<file path="src/rtl/cpu_pkg.sv">
// Shared encodings for the 8-bit accumulator CPU control path.
// CONTROL_UNIT_HLT_EN adds the HALT state to the state enum.
package cpu_pkg;

  typedef enum logic [3:0] {
    S_FETCH1,
    S_DECODE,
    S_FETCH2,
    S_MRD,
    S_MALU,
    S_SRD,
    S_SALU,
    S_SWR,
    S_JUMP,
    S_RRD_A,
    S_RRD_B,
    S_RALU,
    S_WB
`ifdef CONTROL_UNIT_HLT_EN
    , S_HALT
`endif
  } state_t;

  // Memory-reference sub-ops live in IR[6:5]; class codes in IR[7:6].
  localparam logic [1:0] MEM_LDM = 2'b00;
  localparam logic [1:0] MEM_STM = 2'b01;
  localparam logic [1:0] MEM_JMP = 2'b10;
  localparam logic [1:0] MEM_BZ  = 2'b11;
  localparam logic [1:0] CLS_REG = 2'b10;
  localparam logic [3:0] OPC_NOP = 4'b1100;
  localparam logic [3:0] OPC_HLT = 4'b1101;

  localparam logic [1:0] ALU_ADD  = 2'b00;
  localparam logic [1:0] ALU_ADC  = 2'b01;
  localparam logic [1:0] ALU_AND  = 2'b10;
  localparam logic [1:0] ALU_NOTB = 2'b11;

  localparam logic [1:0] ACC_SEL_DI  = 2'b00;
  localparam logic [1:0] ACC_SEL_SRC = 2'b01;
  localparam logic [1:0] ACC_SEL_DST = 2'b10;

  localparam int FLAG_C = 0;
  localparam int FLAG_Z = 1;
  localparam int FLAG_N = 2;

  typedef struct packed {
    logic       pc_inc;
    logic       pc_load_en;
    logic       di_load_en;
    logic       ir_write_en;
    logic       tr_write_en;
    logic       mem_read_en;
    logic       mem_write_en;
    logic       acc_write_en;
    logic       a_write_en;
    logic       b_write_en;
    logic       alu_res_write_en;
    logic       ld_czn;
    logic       pc_or_tr;
    logic       reg_or_mem;
    logic       reg_a_or_0;
    logic       reg_b_or_0;
    logic [1:0] acc_sel;
    logic [1:0] alu_op;
    logic       halted;
  } ctrl_t;

  localparam ctrl_t CTRL_IDLE = '0;

endpackage

</file>
<file path="src/rtl/control_decode.sv">
// Pure Moore decode of FSM state plus latched opcode into datapath strobes.
// CONTROL_UNIT_HLT_EN enables the HALT state decode.
module control_decode
  import cpu_pkg::*;
(
  input  state_t     state,
  input  logic [3:0] opcode,
  output ctrl_t      ctrl
);

  always_comb begin
    ctrl = CTRL_IDLE;
    case (state)
      S_FETCH1: begin
        ctrl.pc_or_tr    = 1'b1;
        ctrl.mem_read_en = 1'b1;
        ctrl.ir_write_en = 1'b1;
        ctrl.pc_inc      = 1'b1;
      end
      S_DECODE: ctrl.di_load_en = 1'b1;
      S_FETCH2: begin
        ctrl.pc_or_tr    = 1'b1;
        ctrl.mem_read_en = 1'b1;
        ctrl.tr_write_en = 1'b1;
        ctrl.pc_inc      = 1'b1;
      end
      S_MRD: begin
        ctrl.mem_read_en = 1'b1;
        ctrl.b_write_en  = 1'b1;
      end
      S_MALU: begin
        ctrl.reg_a_or_0       = 1'b1;
        ctrl.alu_op           = ALU_ADD;
        ctrl.alu_res_write_en = 1'b1;
        ctrl.ld_czn           = 1'b1;
      end
      S_SRD: begin
        ctrl.acc_sel    = ACC_SEL_DI;
        ctrl.reg_or_mem = 1'b1;
        ctrl.b_write_en = 1'b1;
      end
      // Store passes the accumulator through 0+B without touching flags.
      S_SALU: begin
        ctrl.reg_a_or_0       = 1'b1;
        ctrl.alu_op           = ALU_ADD;
        ctrl.alu_res_write_en = 1'b1;
      end
      S_SWR:  ctrl.mem_write_en = 1'b1;
      S_JUMP: ctrl.pc_load_en   = 1'b1;
      S_RRD_A: begin
        ctrl.acc_sel    = ACC_SEL_DST;
        ctrl.a_write_en = 1'b1;
      end
      S_RRD_B: begin
        ctrl.acc_sel    = ACC_SEL_SRC;
        ctrl.reg_or_mem = 1'b1;
        ctrl.b_write_en = 1'b1;
      end
      S_RALU: begin
        ctrl.alu_op           = opcode[1:0];
        ctrl.alu_res_write_en = 1'b1;
        ctrl.ld_czn           = 1'b1;
      end
      S_WB: begin
        ctrl.acc_write_en = 1'b1;
        ctrl.acc_sel      = opcode[3] ? ACC_SEL_DST : ACC_SEL_DI;
      end
`ifdef CONTROL_UNIT_HLT_EN
      S_HALT: ctrl.halted = 1'b1;
`endif
      default: ctrl = CTRL_IDLE;
    endcase
  end

endmodule

</file>
<file path="src/rtl/control_unit.sv">
// Multicycle control FSM for the accumulator CPU: state register, next-state
// logic and reset gating. CONTROL_UNIT_HLT_EN enables HLT and the halted output.
module control_unit
  import cpu_pkg::*;
(
  input  logic       clk,
  input  logic       rst,
  input  logic [4:0] DiToCU,
  input  logic [3:0] IrToCU,
  input  logic [2:0] CznToCU,
  output logic       pcInc,
  output logic       pcLoadEn,
  output logic       diLoadEn,
  output logic       irWriteEn,
  output logic       trWriteEn,
  output logic       memoryReadEn,
  output logic       memoryWriteEn,
  output logic       accumulatorWriteEn,
  output logic       aRegWriteEn,
  output logic       bRegWriteEn,
  output logic       aluResWriteEn,
  output logic       ldCZN,
  output logic       PcOrTR,
  output logic       regOrMem,
  output logic       RegAOr0,
  output logic       RegBOr0,
  output logic [1:0] accAddressSel,
  output logic [1:0] aluOpControl,
  output logic       halted
);

  state_t state;
  state_t next_state;
  ctrl_t  ctrl_raw;
  ctrl_t  ctrl;

  control_decode u_decode (
    .state  (state),
    .opcode (IrToCU),
    .ctrl   (ctrl_raw)
  );

  // Reset is sampled synchronously, but strobes drop as soon as rst goes low
  // so an aborted instruction issues nothing further.
  assign ctrl = rst ? ctrl_raw : CTRL_IDLE;

  always_comb begin
    next_state = state;
    case (state)
      S_FETCH1: next_state = S_DECODE;
      S_DECODE: begin
        if (!IrToCU[3])                    next_state = S_FETCH2;
        else if (IrToCU[3:2] == CLS_REG)   next_state = S_RRD_A;
`ifdef CONTROL_UNIT_HLT_EN
        else if (IrToCU == OPC_HLT)        next_state = S_HALT;
`endif
        else                               next_state = S_FETCH1;
      end
      S_FETCH2: begin
        case (IrToCU[2:1])
          MEM_LDM: next_state = S_MRD;
          MEM_STM: next_state = S_SRD;
          MEM_JMP: next_state = S_JUMP;
          default: next_state = CznToCU[FLAG_Z] ? S_JUMP : S_FETCH1;
        endcase
      end
      S_MRD:   next_state = S_MALU;
      S_MALU:  next_state = S_WB;
      S_SRD:   next_state = S_SALU;
      S_SALU:  next_state = S_SWR;
      S_SWR:   next_state = S_FETCH1;
      S_JUMP:  next_state = S_FETCH1;
      S_RRD_A: next_state = S_RRD_B;
      S_RRD_B: next_state = S_RALU;
      S_RALU:  next_state = S_WB;
      S_WB:    next_state = S_FETCH1;
      default: next_state = state;
    endcase
  end

  always_ff @(posedge clk) begin
    if (!rst) state <= S_FETCH1;
    else      state <= next_state;
  end

  assign pcInc              = ctrl.pc_inc;
  assign pcLoadEn           = ctrl.pc_load_en;
  assign diLoadEn           = ctrl.di_load_en;
  assign irWriteEn          = ctrl.ir_write_en;
  assign trWriteEn          = ctrl.tr_write_en;
  assign memoryReadEn       = ctrl.mem_read_en;
  assign memoryWriteEn      = ctrl.mem_write_en;
  assign accumulatorWriteEn = ctrl.acc_write_en;
  assign aRegWriteEn        = ctrl.a_write_en;
  assign bRegWriteEn        = ctrl.b_write_en;
  assign aluResWriteEn      = ctrl.alu_res_write_en;
  assign ldCZN              = ctrl.ld_czn;
  assign PcOrTR             = ctrl.pc_or_tr;
  assign regOrMem           = ctrl.reg_or_mem;
  assign RegAOr0            = ctrl.reg_a_or_0;
  assign RegBOr0            = ctrl.reg_b_or_0;
  assign accAddressSel      = ctrl.acc_sel;
  assign aluOpControl       = ctrl.alu_op;

`ifdef CONTROL_UNIT_HLT_EN
  assign halted = ctrl.halted;
`else
  logic unused_halt;
  assign halted      = 1'b0;
  assign unused_halt = ctrl.halted;
`endif

  // DI is consumed by the datapath directly; only Z steers sequencing.
  logic unused_status;
  assign unused_status = ^{DiToCU, CznToCU[FLAG_C], CznToCU[FLAG_N]};

endmodule

</file>
<file path="config.mk">
export PLATFORM = sky130hd
export DESIGN_NAME = control_unit
export DESIGN_NICKNAME = d
export VERILOG_FILES = /design/src/rtl/cpu_pkg.sv /design/src/rtl/control_decode.sv /design/src/rtl/control_unit.sv
export SDC_FILE = /design/constraint.sdc
export NUM_CORES = 1
export LEC_CHECK = 0
export BUFFER_PORTS_ARGS = -buffer_cell sky130_fd_sc_hd__buf_4
export CAP_MARGIN = 40
export CORE_AREA = 2 2 39 41
export DETAILED_ROUTE_END_ITERATION = 8
export DIE_AREA = 0 0 41 43
export PLACE_DENSITY = 0.83
export SLEW_MARGIN = 20
export SYNTH_ARGS = -nofsm -noshare
export SYNTH_HDL_FRONTEND = slang
export SYNTH_SLANG_ARGS = --single-unit
export TNS_END_PERCENT = 5
</file>
<file path="constraint.sdc">
create_clock -name clk -period 2.9 [get_ports clk]
set_input_delay 0.29 -clock clk [delete_from_list [all_inputs] [get_ports clk]]
set_output_delay 0.29 -clock clk [all_outputs]
set_load 0.005 [all_outputs]
</file>
# Yosys cells after proc, flatten, opt, wreduce, memory -nomap -nowiden
# Cells that the tools add are included.
[op_classes]
eq_ne = 15
mux = 23
reduce_logical = 11
[op_table]
columns = ["operator", "n"]
rows = [
  ["$pmux W4 S10", 1],
  ["$mux W21", 1],
  ["$eq A4 B4 Y1 const B", 5],
  ["$eq A4 B3 Y1 const B", 4],
  ["$mux W1", 14],
  ["$mux W4", 3],
  ["$pmux W4 S3", 1],
  ["$reduce_or A3 Y1", 4],
  ["$reduce_bool A10 Y1", 1],
  ["$eq A4 B2 Y1 const B", 2],
  ["$reduce_or A2 Y1", 4],
  ["$pmux W2 S3", 1],
  ["$eq A2 B2 Y1 const B", 2],
  ["$eq A4 B1 Y1 const B", 1],
  ["$logic_not A4 Y1", 1],
  ["$mux W2", 2],
  ["$eq A2 B1 Y1 const B", 1],
  ["$logic_not A2 Y1", 1],
]
[totals]
regBits = 4
input_bits = 14
elab_cells = 50

# Logic depth before layout (Yosys ltp)
# Gate-level depths: netlist of the first run.
[logic_depth]
ltp_word = 4
mapped_depth = 5
mapped_depth_nobuf = 4

# Hierarchy
# From an unflattened synthesis of the first run, not the netlist that was laid out.
[hier_totals]
cells_unflattened = 102
hier_area_um2 = 718.2
[by_module_without_submodules]
columns = ["mod", "instances", "cells_per_inst", "area_each_um2"]
rows = [
  ["control_unit", 1, 63, 462.9],
  ["control_decode", 1, 39, 255.2],
]

# Worst setup path before layout of the first run
# Ideal clock, no wire load.
[synth_path]
kind = "register to output"
from = "register state[2]"
to = "output pcInc"
arrival_ns = 1.048
required_time_ns = 2.610
path_slack_ns = 1.562
stages_incl_launch_ff = 5
path_buffers = 3
cell_sequence = "dfxtp_1 > buf_2 > buf_2 > nor3_1 > buf_4"
[synth_between]
elab_chain_cells = 4
word_cells_on_any_way = 5
classes_between = "eq/ne (1); mux (2); reduce/logical (2)"
[synth_rtl]
columns = ["item", "line", "rtl"]
rows = [
  ["start: declaration", "control_unit.sv:32", "state_t state;"],
  ["start signal: assignment", "control_unit.sv:83", "else state <= next_state;"],
  ["$eq A4 B2 Y1 or $logic_not A4 Y1 (tied branches)", "control_decode.sv:13", "case (state)"],
  ["$reduce_or A2 Y1 (no source line) *", "-", ""],
  ["$mux W1 *", "control_decode.sv:13", ""],
  ["$mux W21 *", "control_unit.sv:45", "assign ctrl = rst ? ctrl_raw : CTRL_IDLE;"],
  ["end: declaration", "control_unit.sv:11", "output logic pcInc,"],
]
# Every way passes the cells marked *; elsewhere a longest branch is shown, timed or not.

# Final worst setup path of the first run
[layout_path]
from = "register state[2]"
to = "output ldCZN"
[layout_between]
elab_chain_cells = 4
word_cells_on_any_way = 5
classes_between = "eq/ne (2); mux (2); reduce/logical (1)"
[layout_rtl]
columns = ["item", "line", "rtl"]
rows = [
  ["$eq A4 B3 Y1 or $eq A4 B4 Y1 (tied branches)", "control_decode.sv:13", ""],
  ["$reduce_or A2 Y1 (no source line) *", "-", ""],
  ["$mux W1 *", "control_decode.sv:13", ""],
  ["$mux W21 *", "control_unit.sv:45", ""],
  ["end: declaration", "control_unit.sv:22", "output logic ldCZN,"],
]
# Marked as above.

==> out/results.txt, run 1 <==
status - finished clean
Antenna Cells - 0
CTS Root Cell - clkbuf_4
Fill cells - 150
Vias per Instance - 5.43
Worst Clk Skew - 0.00128 ns
synth warn - 0
final count of negative-setup-slack endpoints - 0
crit path launch type - flop
Slew HR - 58.3%
Layout Cells excl Fill - 122
Final Hold Vio Count - 0
DP HPWL - 1.07 mm
Tmin final - 1.97 ns
peak supply drop - 220 µV
max-slew violations - 0
Seq/Total Area, Yosys - 15.3%
area leader, netlist - dfxtp_1
# resized after CTS - 0
Inst Count DP - 119
DIE AREA - 0.00176 mm²
Max Cap Viol - 0
Post-CTS Hold Buffers - 0
number of top-level pins - 35
Fmax - 508 MHz
Synth Flop Type - dfxtp_1
total grt overflow - 0
Port-buffer cells - 25
Syn Inst Count - 85
Seq cells post-synth - 4
vias in the first global route - 558
TritonRoute pass-1 iters - 4
CP arrival - 1.68 ns
Finished Cell Area - 703 µm²
CP Capture Type - output pin
synth top area cells - dfxtp_1 (15%), nor2_1 (11%), nor3_1 (7.7%), a21oi_1 (5.7%), nand2_1 (5.7%)
Initial Util - 37.8%
max reg flops - 4
Die Y - 43 µm
biggest regs - state (4)
Final Power - 252 µW
most common cell after layout, fill and taps aside - buf_4
Num CTS Buffers - 3
GRT Util Overall - 17.5%
largest net degree at the start of global routing - 22
RSZ-0062 raised after global routing - false
ys async rst share - 0%
Slew @ Worst Pin - 0.625 ns
first-pass GRT wire length - 2.14 mm
row cnt - 14
remaining routing DRC violations - 0
Mapped Area - 523 µm²
synthesis-to-layout area growth - 34.4%
Avg Inst Size Synth - 6.15 µm²
wirelength, routed - 1.39 mm
DRT antenna net count - 0
clk sink count - 4
layout net count - 122
routability cong. - 0.885
commonest cells after routing, fill and taps aside - buf_4 (25), nor2_1 (16), nor3_1 (8), nand2_1 (8), a21oi_1 (6)
period utilisation layout - 67.9%
H-tree depth - 1
CP required - 2.61 ns
Netlist cell types - 31
Leak - 0.313 nW
CTS tree - done
type of the worst setup path - reg -> out
WL/cell - 11.4 µm
fraction of layout cells with a size suffix above 1 - 27.4%
1st-iter DRT viols - 9
Fin Hold WS - 0.357 ns
Via Count - 662
PD cells - 358 mW/mm²
placed cell areas - 681 µm²
Most flops, register - state
Die Wd - 41 µm
worst-case clock buffer depth - 2
antenna violations before repair - 0
Synth top area share - 15.3%
Worst-Skew Late Latency - 0.23 ns
Crit Path Max Fanout - 21
Hold Path Class - in -> reg
Post-CTS Setup Bufs - 0
core area - 0.00138 mm²
TNS Setup - 0 ns
EDFF count, synth - 0
Clk pin slew, worst setup/hold paths - 0.03 ns
## cells by family (layout without fill, tap and decap cells)
family | Yosys count | after routing | share of synthesized area [%]
buf+inv | 12 | 32 | 13.2
other cells | 1 | 2 | 0.717
compound gates | 18 | 18 | 22.0
fa+ha+maj | 1 | 1 | 1.91
flops | 4 | 4 | 15.3
simple gates | 49 | 49 | 46.9
## power breakdown
| group | internal, mW | switching (mW) |
|---|---|---|
| logic | 0.0516 | 0.0491 |
| registers | 0.0617 | 0.0239 |
| clock network | 0.0460 | 0.0191 |
| total | 0.159 | 0.0922 |
## synthesized netlist by cell type (2+ instances only)
| library cell | n |
|---|---|
| nor2_1 | 16 |
| nand2_1 | 8 |
| nor3_1 | 8 |
| a21oi_1 | 6 |
| buf_2 | 4 |
| dfxtp_1 | 4 |
| nand2b_1 | 4 |
| buf_4 | 3 |
| inv_1 | 3 |
| nor2b_1 | 3 |
| o21ai_0 | 3 |
| a211oi_1 | 2 |
| a311oi_1 | 2 |
| o21a_1 | 2 |
## final cells by class
cell class | count | area, µm² | area share [%]
tap | 16 | 20.0 | 2.85
inverter | 4 | 15.0 | 2.14
timing repair buffer | 25 | 188 | 26.7
sequential | 4 | 80.1 | 11.4
multi-input combinational | 70 | 378 | 53.7
clock buffer | 3 | 22.5 | 3.20
## stage by stage
stage	setup WS, ns	utilization (%)
2_1_floorplan	1.56	-
3_3_place_gp	1.25	49.2
3_5_place_dp	1.17	49.2
4_1_cts	0.922	50.8
5_1_grt	0.764	50.8
6_report	0.931	50.8
## final timing paths
path                         start                     to  slack (ns)  cells past startpoint
min                            rst  state[3]$_SDFFE_PN0P_        0.36                      2
min reg2reg  state[1]$_SDFFE_PN0P_  state[0]$_SDFFE_PN0P_        0.69                      2
max          state[2]$_SDFFE_PN0P_                  ldCZN        0.93                      5
max reg2reg  state[3]$_SDFFE_PN0P_  state[0]$_SDFFE_PN0P_        1.34                      4
## routing by layer
metal / GRT usage (%) / wire length, µm / vias up
met5: 0 / 0 / -
met4: 10.0 / 10 / 0
met3: 3.14 / 70 / 2
met2: 25.9 / 688 / 23
met1: 22.6 / 615 / 304
li1: - / - / 333
## critical path, cell delays in order, from the launching register on
cell      delay [ns]
dfxtp_1         0.71
nand2b_1        0.19
nor3_1          0.28
nor2_1          0.07
nor2_1          0.09
buf_4           0.11
No activity file was read; power rests on OpenSTA's default activity.
==> run 2, diff against run 1 <==
Settings changed: CORE_AREA 2 2 39 41 to default, CORE_MARGIN from default to 2, CORE_UTILIZATION from default to 36, DIE_AREA 0 0 41 43 to default, PLACE_DENSITY 0.83 to 0.8.
Clock period 2.9 ns to 1.7 ns, I/O delays scaled along.
==> out/results.txt, run 2 (synthesis results as in run 1) <==
CP Capture Type - output pin
Num CTS Buffers - 3 (unchanged)
Post-CTS Setup Bufs - 0 (unchanged)
CTS Root Cell - clkbuf_4
Hold Path Origin - rst
r2r endpoint - state[1]$_SDFFE_PN0P_
Fin Hold WS - 0.227 ns (-0.130 ns)
crit path launch - state[1]$_SDFFE_PN0P_
Die Wd - 42.1 µm (+2.7%)
GR peak layer - met2
fraction of layout cells with a size suffix above 1 - 33.9% (+6.6 points)
crit path launch type - flop
max-slew violations - 0 (unchanged)
largest net degree at the start of global routing - 16 (-27%)
antenna violations before repair - 0 (unchanged)
final setup margin - 0.0887 ns (-0.842 ns)
Vias per Instance - 5.47 (+0.77%)
Antenna Cells - 0 (unchanged)
Max Cap Viol - 0 (unchanged)
Fill cells - 134 (-11%)
vias in the first global route - 550 (-1.4%)
number of top-level pins - 35 (unchanged)
Die Y - 42.1 µm (-2.1%)
first-pass GRT wire length - 2.30 mm (+7.7%)
Worst Clk Skew - 0.00196 ns (+0.000685 ns)
GRT Util Overall - 16.0% (-1.5 points)
remaining routing DRC violations - 0 (unchanged)
Final Hold Vio Count - 0 (unchanged)
r2r setup slk - 0.32 ns (-1.02 ns)
core area - 0.00133 mm² (-3.6%)
clk sink count - 4 (unchanged)
biggest regs - state (4)
met3 Use GR - 0% (-3.1 points)
routability cong. - 0.902 (+1.9%)
status - finished clean
RSZ-0062 raised after global routing - false
row cnt - 13 (-1)
CP required - 1.53 ns (-1.08 ns)
worst-case clock buffer depth - 2 (unchanged)
commonest cells after routing, fill and taps aside - buf_4 (28), nor2_1 (16), nand2_1 (8)
pre-CTS setup slack - 0.250 ns (-0.921 ns)
period utilisation layout - 94.8%
Worst Setup EP - ldCZN
final count of negative-setup-slack endpoints - 0 (unchanged)
most common cell after layout, fill and taps aside - buf_4
DRT antenna net count - 0 (unchanged)
wirelength, routed - 1.48 mm (+6.8%)
TNS Setup - 0 ns (unchanged)
max reg flops - 4 (unchanged)
Crit Path Max Fanout - 8 (-62%)
Reg-to-Reg Start - state[0]$_SDFFE_PN0P_
synthesis-to-layout area growth - 40.4%
H-tree depth - 1 (unchanged)
1st-iter DRT viols - 22 (+13)
DP HPWL - 1.12 mm (+5.0%)
type of the worst setup path - reg -> out
Via Count - 678 (+2.4%)
WL/cell - 11.9 µm (+5.1%)
total grt overflow - 0 (unchanged)
CTS tree - done
Tmin final - 1.61 ns
PD cells - 612 mW/mm² (+71%)
DIE AREA - 0.00177 mm² (+0.61%)
GR Util met2 - 27.2% (+1.2 points)
Leak - 0.333 nW (+6.3%)
met1 Resource Use GR - 21.9% (-0.73 points)
Initial Util - 39.2% (+1.4 points)
Most flops, register - state
Hold Path Class - in -> reg
TritonRoute pass-1 iters - 4 (unchanged)
Clk pin slew, worst setup/hold paths - 0.03 ns (about the same)
# resized after CTS - 0 (unchanged)
layout net count - 125 (+2.5%)
R2R cell count - 4 (unchanged)
Fmax - 621 MHz
CP arrival - 1.44 ns (-0.24 ns)
Worst-Skew Late Latency - 0.23 ns (about the same)
peak supply drop - 425 µV (+93%)
Post-CTS Hold Buffers - 0 (unchanged)
Port-buffer cells - 25 (unchanged)
-- run 2: changes by cell type in the layout (fill, tap and decap cells not counted) --
cell and change:
buf_4 +3, dfxtp_1 -4, dfxtp_2 +4, nor3_1 -1, nor3_2 +1
-- run 2: routing by layer --
metal	vias to the layer above	share of wire (%)
met5	-	0
met4	0	0
met3	0	6.3
met2	30	49
met1	307	44
li1	341	-
-- run 2: layout make-up --
type	count	area, µm²	share of cell area, %
multi-input combinational	70	383	52.1
timing repair buffer	28	210	28.6
sequential	4	85.1	11.6
clock buffer	3	22.5	3.07
tap	15	18.8	2.56
inverter	4	15.0	2.04
-- run 2: power breakdown --
part	internal, mW	switching (mW)
sequential	0.108	0.0330
clock	0.0787	0.0346
combinational	0.0968	0.0986
total	0.283	0.166
-- run 2: worst min path at each step --
stage,end,cells after the start
after CTS,state[3]$_SDFFE_PN0P_,2
after global placement,state[3]$_SDFFE_PN0P_,2
after floorplan,state[3]$_SDFFE_PN0P_,1
after global routing,state[3]$_SDFFE_PN0P_,2
after detailed placement,state[3]$_SDFFE_PN0P_,2
final,state[3]$_SDFFE_PN0P_,2
-- run 2: per-stage QoR --
stage	utilization [%]	area [µm²]	power [mW]	std cells
4_1_cts	54.3	724	0.449	124
5_1_grt	55.1	734	0.485	124
3_3_place_gp	52.6	702	0.323	121
3_5_place_dp	52.6	702	0.329	121
6_report	55.1	734	0.449	124
2_1_floorplan	-	527	0.261	86
-- run 2: critical path, stage by stage, from the launching register on --
cell and delay (ns):
dfxtp_2 0.35, buf_4 0.17, nand2b_1 0.18, nor3_1 0.24, nor2_1 0.07, nor2_1 0.09
buf_4 0.12
==> run 3, diff against run 2 <==
==> constraint.sdc (replaced) <==
create_clock -name clk -period 1.7 [get_ports clk]
set_input_delay 0.255 -clock clk [delete_from_list [all_inputs] [get_ports clk]]
set_output_delay 0.255 -clock clk [all_outputs]
set_load 0.005 [all_outputs]
==> out/results.txt, run 3 (synthesis results as in run 1) <==
Most flops, register - state
pre-CTS setup slack - 0.208 ns (-0.0416 ns)
Tmin final - 1.61 ns (-0.00414 ns)
Worst Clk Skew - 0.00293 ns (+0.000970 ns)
max reg flops - 4 (unchanged)
switch share - 36.6% (-0.40 points)
register share of total power - 30.0% (-1.3 points)
clk sink count - 4 (unchanged)
Post-CTS Hold Buffers - 0 (unchanged)
core area - 0.00133 mm² (unchanged)
routability cong. - 0.938 (+4.0%)
remaining routing DRC violations - 0 (unchanged)
Fmax - 622 MHz (+0.26%)
biggest regs - state (4)
Vias per Instance - 5.23 (-4.4%)
DP HPWL - 1.10 mm (-1.5%)
TritonRoute pass-1 iters - 4 (unchanged)
Finished Cell Area - 752 µm² (+2.4%)
CP Capture Type - output pin
crit path launch type - flop
Worst-Skew Late Latency - 0.23 ns (about the same)
PD cells - 606 mW/mm² (-0.96%)
placed cell areas - 702 µm² (unchanged)
Antenna Cells - 0 (unchanged)
Num CTS Buffers - 3 (unchanged)
synthesis-to-layout area growth - 43.8%
CP arrival - 1.35 ns (-0.09 ns)
final setup margin - 0.0929 ns (+0.00414 ns)
Crit Path Max Fanout - 12 (+4)
H-tree depth - 1 (unchanged)
fraction of layout cells with a size suffix above 1 - 35.8% (+1.8 points)
GR Util met2 - 25.9% (-1.2 points)
met3 Use GR - 3.02% (+3.0 points)
Port-buffer cells - 25 (unchanged)
Die Wd - 42.1 µm (unchanged)
CP required - 1.44 ns (-0.09 ns)
Leak - 0.334 nW (+0.24%)
commonest cells after routing, fill and taps aside - buf_4 (28), nor2_1 (16), nand2_1 (8)
DRT antenna net count - 0 (unchanged)
Hold Path Class - in -> reg
GRT Util Overall - 18.1% (+2.1 points)
Clk pin slew, worst setup/hold paths - 0.04 ns (about the same)
worst-case clock buffer depth - 2 (unchanged)
antenna violations before repair - 0 (unchanged)
Initial Util - 39.2% (unchanged)
Die Y - 42.1 µm (unchanged)
largest net degree at the start of global routing - 17 (+1)
Clock power frac - 24.7% (-0.5 points)
Comb pwr share - 45.3% (+1.8 points)
most common cell after layout, fill and taps aside - buf_4
CTS Root Cell - clkbuf_4
number of top-level pins - 35 (unchanged)
Internal - 289 µW (+2.0%)
Max Cap Viol - 0 (unchanged)
WL/cell - 12.0 µm (+0.61%)
wirelength, routed - 1.49 mm (+0.61%)
RSZ-0062 raised after global routing - true
Final Hold Vio Count - 0 (unchanged)
max-slew violations - 0 (unchanged)
vias in the first global route - 572 (+4.0%)
GR peak layer - met2
layout net count - 125 (unchanged)
Via Count - 648 (-4.4%)
CTS tree - done
first-pass GRT wire length - 2.51 mm (+9.0%)
type of the worst setup path - reg -> out
total grt overflow - 0 (unchanged)
peak supply drop - 398 µV (-6.2%)
period utilisation layout - 94.5% (-0.24 points)
Worst Hold Path Cells - 2 (unchanged)
met1 Resource Use GR - 24.9% (+3.1 points)
final count of negative-setup-slack endpoints - 0 (unchanged)
1st-iter DRT viols - 9 (-59%)
row cnt - 13 (unchanged)
Psw - 167 µW (+0.31%)
R2R cell count - 4 (unchanged)
Post-CTS Setup Bufs - 0 (unchanged)
DIE AREA - 0.00177 mm² (unchanged)
status - finished clean
run 3: cell counts in the layout (fill, tap and decap cells not counted):
Identical to the previous run, type by type.
run 3: worst paths after layout:
kind	startpoint	endpoint	slack (ns)
max	state[2]$_SDFFE_PN0P_	aluOpControl[0]	0.09
min	rst	state[3]$_SDFFE_PN0P_	0.31
max reg2reg	state[3]$_SDFFE_PN0P_	state[1]$_SDFFE_PN0P_	0.32
min reg2reg	state[2]$_SDFFE_PN0P_	state[0]$_SDFFE_PN0P_	0.60
run 3: timing repair:
action                     CTS  global route
resized for setup            2             7
pin swaps                    0             1
setup endpoints to repair    6            12
run 3: through the flow:
step	util, %	TNS, ns	hold WS (ns)	total power, mW	instances
3_5_place_dp	52.6	0	0.544	0.330	121
6_report	56.4	0	0.313	0.456	124
2_1_floorplan	-	0	0.373	0.261	86
3_3_place_gp	52.6	0	0.547	0.327	121
5_1_grt	56.4	-0.0306	0.308	0.502	124
4_1_cts	54.8	0	0.302	0.452	124
run 3: area by class of cell:
type                    instances  area (µm²)
repair buffers                 28         210
well taps                      15        18.8
fillers                       131         582
inverters                       4        15.0
clock buffers                   3        22.5
flip-flops and latches          4        87.6
multi-input cells              70         398
run 3: power by group through the flow:
stage / registers [mW] / logic [mW] / clock network, mW
6_report: 0.137 / 0.207 / 0.112
2_1_floorplan: 0.117 / 0.144 / 0
3_5_place_dp: 0.132 / 0.198 / 0
5_1_grt: 0.141 / 0.230 / 0.131
3_3_place_gp: 0.132 / 0.195 / 0
4_1_cts: 0.133 / 0.199 / 0.121
run 3: per-layer routing:
metal  routed length [µm]  up-vias
li1                     -      339
met1                  669      292
met2                  768       17
met3                   51        0
met4                    0        0
met5                    0        -
run 3: worst max-delay path, cell delays in order, from the launching register on:
cell and delay, ns:
dfxtp_4 0.39, or2b_1 0.28, nor2_1 0.17, and3_1 0.18
buf_4 0.10
